`config.mk`:
```
export PLATFORM = sky130hd
export DESIGN_NAME = keypad_scanner
export DESIGN_NICKNAME = d
export VERILOG_FILES = /design/src/rtl/keypad_pkg.sv /design/src/rtl/keypad_scanner_scan_tick_gen.sv /design/src/rtl/keypad_scanner.sv
export SDC_FILE = /design/constraint.sdc
export NUM_CORES = 1
export LEC_CHECK = 0
export CELL_PAD_IN_SITES_DETAIL_PLACEMENT = 1
export CELL_PAD_IN_SITES_GLOBAL_PLACEMENT = 1
export CORE_ASPECT_RATIO = 0.7
export CORE_MARGIN = 5
export CORE_UTILIZATION = 45
export DETAILED_ROUTE_END_ITERATION = 16
export GPL_TIMING_DRIVEN = 0
export PLACE_DENSITY = 0.85
export SYNTH_ARGS = -nofsm -noshare
export SYNTH_HDL_FRONTEND = slang
export SYNTH_SLANG_ARGS = --single-unit
```
`constraint.sdc`:
```
create_clock -name clk -period 4.75 [get_ports clk]
set_input_delay 0.7125 -clock clk [delete_from_list [all_inputs] [get_ports clk]]
set_output_delay 0.7125 -clock clk [all_outputs]
set_load 0.005 [all_outputs]
```
`src/rtl/keypad_pkg.sv`:
```
// Shared types, matrix geometry and key-map helpers for the keypad scanner.
package keypad_pkg;

  localparam int KP_ROWS   = 4;
  localparam int KP_COLS   = 4;
  localparam int KP_KEYS   = KP_ROWS * KP_COLS;
  localparam int KP_CODE_W = 4;
  localparam int KP_CNT_W  = 5;

  typedef enum logic {
    IDLE    = 1'b0,
    PRESSED = 1'b1
  } kp_state_t;

  // Number of keys set in a debounced key map.
  function automatic logic [KP_CNT_W-1:0] kp_popcount(input logic [KP_KEYS-1:0] map);
    logic [KP_CNT_W-1:0] n;
    n = '0;
    for (int i = 0; i < KP_KEYS; i++) begin
      n = n + {{(KP_CNT_W-1){1'b0}}, map[i]};
    end
    return n;
  endfunction

  // Index of the highest set key; only meaningful when exactly one key is set.
  function automatic logic [KP_CODE_W-1:0] kp_key_index(input logic [KP_KEYS-1:0] map);
    logic [KP_CODE_W-1:0] idx;
    idx = '0;
    for (int i = 0; i < KP_KEYS; i++) begin
      if (map[i]) idx = KP_CODE_W'(i);
    end
    return idx;
  endfunction

endpackage

```
`src/rtl/keypad_scanner_scan_tick_gen.sv`:
```
// Free-running divider producing a one-clock tick every DIV clocks.
module scan_tick_gen #(
  parameter int DIV = 100_000
) (
  input  logic clk_i,
  input  logic rst_ni,
  output logic tick_o
);

  localparam int CW = (DIV > 1) ? $clog2(DIV) : 1;
  localparam logic [CW-1:0] TERM = CW'(DIV - 1);

  logic [CW-1:0] cnt_q, cnt_d;

  // Tick at the terminal count and wrap back to zero.
  always_comb begin
    tick_o = (cnt_q == TERM);
    cnt_d  = tick_o ? '0 : cnt_q + 1'b1;
  end

  // Divider counter register.
  always_ff @(posedge clk_i or negedge rst_ni) begin
    if (!rst_ni) cnt_q <= '0;
    else         cnt_q <= cnt_d;
  end

endmodule

```
`src/rtl/keypad_scanner.sv`:
```
// 4x4 matrix keypad scanner: row drive, column synchronizer, whole-frame
// debounce and a press/release FSM that reports each new key once.
module keypad_scanner
  import keypad_pkg::*;
#(
  parameter int CLK_HZ          = 100_000_000,
  parameter int SCAN_HZ         = 1_000,
  parameter int DEBOUNCE_FRAMES = 4
) (
  input  logic                 clk,
  input  logic                 reset,
  output logic [KP_ROWS-1:0]   keyRow,
  input  logic [KP_COLS-1:0]   keyCol,
  output logic [KP_CODE_W-1:0] keyCode,
  output logic                 keyValid,
  output logic                 keyHeld
);

  localparam int SW = $clog2(DEBOUNCE_FRAMES + 1);
  localparam logic [SW-1:0] SAT = SW'(DEBOUNCE_FRAMES);
  localparam logic [SW-1:0] PRE = SW'(DEBOUNCE_FRAMES - 2);
  localparam logic [1:0]    LAST_ROW = 2'(KP_ROWS - 1);

  logic                 tick;
  logic [KP_COLS-1:0]   col_s1_q, col_s2_q;
  logic [1:0]           row_q, row_d;
  logic [KP_KEYS-1:0]   cur_frame_q, cur_frame_d, frame_now;
  logic [KP_KEYS-1:0]   prev_frame_q, prev_frame_d;
  logic [KP_KEYS-1:0]   deb_frame_q, deb_frame_d;
  logic [SW-1:0]        stable_cnt_q, stable_cnt_d;
  logic                 deb_upd_q, deb_upd_d;
  kp_state_t            state_q, state_d;
  logic [KP_CODE_W-1:0] code_q, code_d, dec_code;
  logic                 valid_q, valid_d;
  logic [KP_CNT_W-1:0]  dec_ones;
  logic                 dec_single, dec_none;

  scan_tick_gen #(.DIV(CLK_HZ / SCAN_HZ)) u_tick (
    .clk_i  (clk),
    .rst_ni (reset),
    .tick_o (tick)
  );

  assign keyRow = ~(4'b0001 << row_q);

  // Two-flop synchronizer; idle columns read high through the pull-ups.
  always_ff @(posedge clk or negedge reset) begin
    if (!reset) begin
      col_s1_q <= '1;
      col_s2_q <= '1;
    end else begin
      col_s1_q <= keyCol;
      col_s2_q <= col_s1_q;
    end
  end

  // Row capture at the end of each row period and frame-level debounce.
  always_comb begin
    frame_now = cur_frame_q;
    frame_now[{row_q, 2'b00} +: KP_COLS] = ~col_s2_q;
    cur_frame_d  = tick ? frame_now : cur_frame_q;
    row_d        = tick ? row_q + 2'd1 : row_q;
    prev_frame_d = prev_frame_q;
    stable_cnt_d = stable_cnt_q;
    deb_frame_d  = deb_frame_q;
    deb_upd_d    = 1'b0;
    if (tick && row_q == LAST_ROW) begin
      prev_frame_d = frame_now;
      if (frame_now == prev_frame_q) begin
        if (stable_cnt_q != SAT) stable_cnt_d = stable_cnt_q + 1'b1;
        // Only the transition into DEBOUNCE_FRAMES-1 publishes a new map.
        if (stable_cnt_q == PRE) begin
          deb_frame_d = frame_now;
          deb_upd_d   = 1'b1;
        end
      end else begin
        stable_cnt_d = '0;
      end
    end
  end

  // Scan and debounce registers.
  always_ff @(posedge clk or negedge reset) begin
    if (!reset) begin
      row_q        <= '0;
      cur_frame_q  <= '0;
      prev_frame_q <= '0;
      stable_cnt_q <= '0;
      deb_frame_q  <= '0;
      deb_upd_q    <= 1'b0;
    end else begin
      row_q        <= row_d;
      cur_frame_q  <= cur_frame_d;
      prev_frame_q <= prev_frame_d;
      stable_cnt_q <= stable_cnt_d;
      deb_frame_q  <= deb_frame_d;
      deb_upd_q    <= deb_upd_d;
    end
  end

  // Classify the debounced map; multi-key maps are neither single nor none.
  always_comb begin
    dec_ones   = kp_popcount(deb_frame_q);
    dec_single = (dec_ones == KP_CNT_W'(1));
    dec_none   = (dec_ones == '0);
    dec_code   = kp_key_index(deb_frame_q);
  end

  // FSM state and registered outputs.
  always_ff @(posedge clk or negedge reset) begin
    if (!reset) begin
      state_q <= IDLE;
      code_q  <= '0;
      valid_q <= 1'b0;
    end else begin
      state_q <= state_d;
      code_q  <= code_d;
      valid_q <= valid_d;
    end
  end

  // FSM next state, advanced only when a debounced map is published.
  always_comb begin
    state_d = state_q;
    if (deb_upd_q) begin
      case (state_q)
        IDLE:    if (dec_single) state_d = PRESSED;
        PRESSED: if (dec_none)   state_d = IDLE;
        default: state_d = IDLE;
      endcase
    end
  end

  // FSM outputs: report a key only when leaving IDLE on a single press.
  always_comb begin
    valid_d = 1'b0;
    code_d  = code_q;
    keyHeld = (state_q == PRESSED);
    if (deb_upd_q && state_q == IDLE && dec_single) begin
      valid_d = 1'b1;
      code_d  = dec_code;
    end
  end

  assign keyCode  = code_q;
  assign keyValid = valid_q;

endmodule

```
==> results.toml <==
[synthesis]
synth_edf_count = 0
syn_area_per_cell_um2 = 10.7
synthFlopType = "dfrtp_1"
synthTopCellsByArea = "dfrtp_1 45%, dfstp_2 4.9%, fa_1 4.7%, ha_1 4.1%, xnor2_1 4.1%"
synth_seq_cells = 85
synth_top_cell_by_area = "dfrtp_1"
netlist_instances = 400
syn-num-nets = 430
seq_area_frac_synth = 0.498
syn-cell-area_mm2 = 0.00429
yosysWarnings = 0
yosysUniqueCellTypes = 53
synthArstFlopShare = 1.00
netlist.area_leader.share = 0.449

[finish]
antenna_cells = 0
fin_area_mm2 = 0.00497
syn_to_final_growth_pct = 15.7
drive_gt1_frac = 0.0974
num-nets-final = 456

[timing]
setup_viol = 0
maxSlewHeadroom = 0.224
fmax_mhz = 222
tightest_slew_ns = 1.15
period_needed_ns = 4.50
holdWs_ns = 0.339
rsz0062_at_grt = "no"
hold_viol = 0
maxSlewViolCount = 0
period_share = 0.947
finClkSkew_ns = 0.00955

[critical_path]
cp_num_buf_inv = 4
cp.arrival_ns = 4.72
crit_top_cell = "fa_1"
crit_fanout = 9
cp_slowest_cell = "fa_1"
cp_top_family = "adder cells"
slowest_delay_ns = 0.56
end_kind = "flop"
worstPathCellList = "fa_1 -> inv_1 -> fa_1 -> inv_1 -> fa_1 -> inv_1 -> fa_1 -> inv_1 -> ha_1 -> fa_1 -> o21ai_0 -> and4b_1 -> and3b_2 -> o31ai_1 -> o32a_1"
crit_path_start_kind = "flop"
crit_required_ns = 4.97
rrSetupSlack_ns = 0.25
path_class = "flop to flop"

[routing]
route.detailed.drc = 0
num_vias = 3059
firstDrtPassIters = 4
wire_per_inst_um = 18.9
via_per_inst = 5.51
ant_nets = 0
routed_wirelength_um = 10500
initialDrtViolationCount = 185

[place]
dpl_cell_area_mm2 = 0.00462
dp_hpwl_um = 7600
io_buffers = 15
place_congestion = 0.875

[cts]
htree_levels = 3
cts-root-buf = "clkbuf_16"
cts_hold_repair.buffers = 0
clock_sink_count = 85
cts_setup_buffers = 0
clock_latency_ns = 0.34
clk_transition_reported_paths_ns = 0.07
tritoncts = "done"
cts.path.max_buffers = 2
cts_inserted_buffers = 9

[global_routing]
grt_max_degree = 48
grt_pass1_vias = 3399
antenna_found_initial = 0
grt.total_usage = 0.192
grt_overflow = 0
grt_pass1_wl_um = 17600

[floorplan]
pin_count = 16
die_h_um = 91.7
die_w_um = 127
die_area_mm2 = 0.0116
start_util = 0.468
num_rows = 29
core-area_mm2 = 0.00918

[outcome]
outcome = "completed"

[hold_path]
hold_path.class = "primary input to async pin"

[pwr]
cellPowerDensity_mw_per_mm2 = 317
vdd_drop_max_mv = 0.194
leakagePower_nw = 2.28

[flow_run]
max-cap-violations = 0
[cell usage in the layout (no fill, tap or decap), drive strengths merged, types with 3 or more instances in the layout]
cell type,instances
dfrtp,77
inv,39
nor2,37
nand2,32
a21oi,21
xnor2,20
o21ai,18
clkbuf,17
xor2,14
mux2i,14
ha,14
clkdlybuf4s50,14
fa,10
mux2,9
o2bb2ai,8
dfstp,8
nand3,7
nand2b,6
nor4,5
nor4b,5
a31oi,4
buf,4
nand4,3
nor3,3
a2bb2oi,3
o31a,3
bufinv,3
[synth_stat cells (2+ instances only)]
cell type	n
nor2b_1	2
o21ai_0	18
nor2_1	37
o31a_1	3
dfrtp_1	77
nor4b_1	4
fa_1	10
inv_2	2
mux2_2	9
ha_1	14
nand2_1	32
a21o_1	2
nand3_1	7
o211ai_1	2
xor2_1	14
a21oi_1	21
nand4_1	3
a22o_1	2
a31oi_1	4
nand4b_1	2
nand2b_1	6
a2bb2oi_1	3
xnor2_1	20
inv_1	35
nor4_1	5
dfstp_2	8
clkbuf_1	9
nor3_1	3
mux2i_1	14
o2bb2ai_1	8
and3_1	2
[state kept, by name, summed over array words and instances, names as in the netlist, 2 cells and up]
name and flops:
col_s1_q 4, col_s2_q 4, cur_frame_q 16, deb_frame_q 16, keyCode 4, prev_frame_q 16
row_q 2, stable_cnt_q 3, u_tick.cnt_q 17
[layout make-up]
class,count,area [µm²]
timing repair buffer,16,175
clock inverter,7,120
inverter,37,139
buffer,10,46.3
tap,124,155
sequential,85,2140
clock buffer,9,225
fill,989,4210
multi-input combinational,267,1970
[per-layer routing]
layer | track usage | part of all wire | vias to the layer above
met5 | 0 | 0 | -
met4 | 0.0563 | 0.017 | 0
met3 | 0.0575 | 0.053 | 18
met2 | 0.307 | 0.46 | 56
met1 | 0.254 | 0.47 | 1564
li1 | - | - | 1421
[cell families (layout without fill, tap and decap cells)]
logic type	count (synthesis)	in the layout	synth area share
buffers and inverters	48	79	0.0440
flip-flops	85	85	0.498
XOR/XNOR	34	34	0.0694
multiplexers	23	23	0.0563
adder cells (fa/ha/maj)	24	24	0.0874
AO/OA/AOI/OAI	73	73	0.111
AND/OR/NAND/NOR	113	113	0.134
[worst reg2reg max path, delay by kind of cell (launching register included)]
kind | cells | cell delay [ns]
flip-flops | 1 | 0.46
buffers and inverters | 4 | 0.20
adder cells (fa/ha/maj) | 6 | 2.60
AND/OR/NAND/NOR | 2 | 0.55
AO/OA/AOI/OAI | 3 | 0.59
[power breakdown]
group          switching (mW)  internal (mW)
clock network           0.295          0.516
registers             0.00478          0.730
logic                  0.0199        0.00982
[worst paths after layout]
check | from | cells after the start | to
max in group asynchronous | reset | 2 | col_s2_q[0]
min reg2reg | col_s1_q[0] | 0 | col_s2_q[0]
max | deb_frame_q[11] | 15 | keyCode[1]
max reg2reg | deb_frame_q[11] | 15 | keyCode[1]
min | reset | 1 | keyCode[2]
min in group clk | col_s1_q[0] | 0 | col_s2_q[0]
[what timing repair did]
item / in CTS / in global routing
endpoints found under the hold margin: 0 / 0
resized for setup: 0 / 1
setup endpoints to repair: 0 / 2
[metrics by stage]
| stage | worst slack [ns] | total power [mW] | std cells | utilization | setup TNS [ns] |
|---|---|---|---|---|---|
| after floorplan | 0.467 | 0.753 | 400 | - | 0 |
| after global placement | -0.0656 | 0.775 | 539 | 0.501 | -4.61 |
| after detailed placement | 0.0558 | 0.779 | 540 | 0.504 | 0 |
| after CTS | 0.0237 | 1.59 | 556 | 0.541 | 0 |
| after global routing | 0.0153 | 1.63 | 555 | 0.541 | 0 |
| final | 0.253 | 1.58 | 555 | 0.541 | 0 |
No activity file was read; power rests on OpenSTA's default activity.
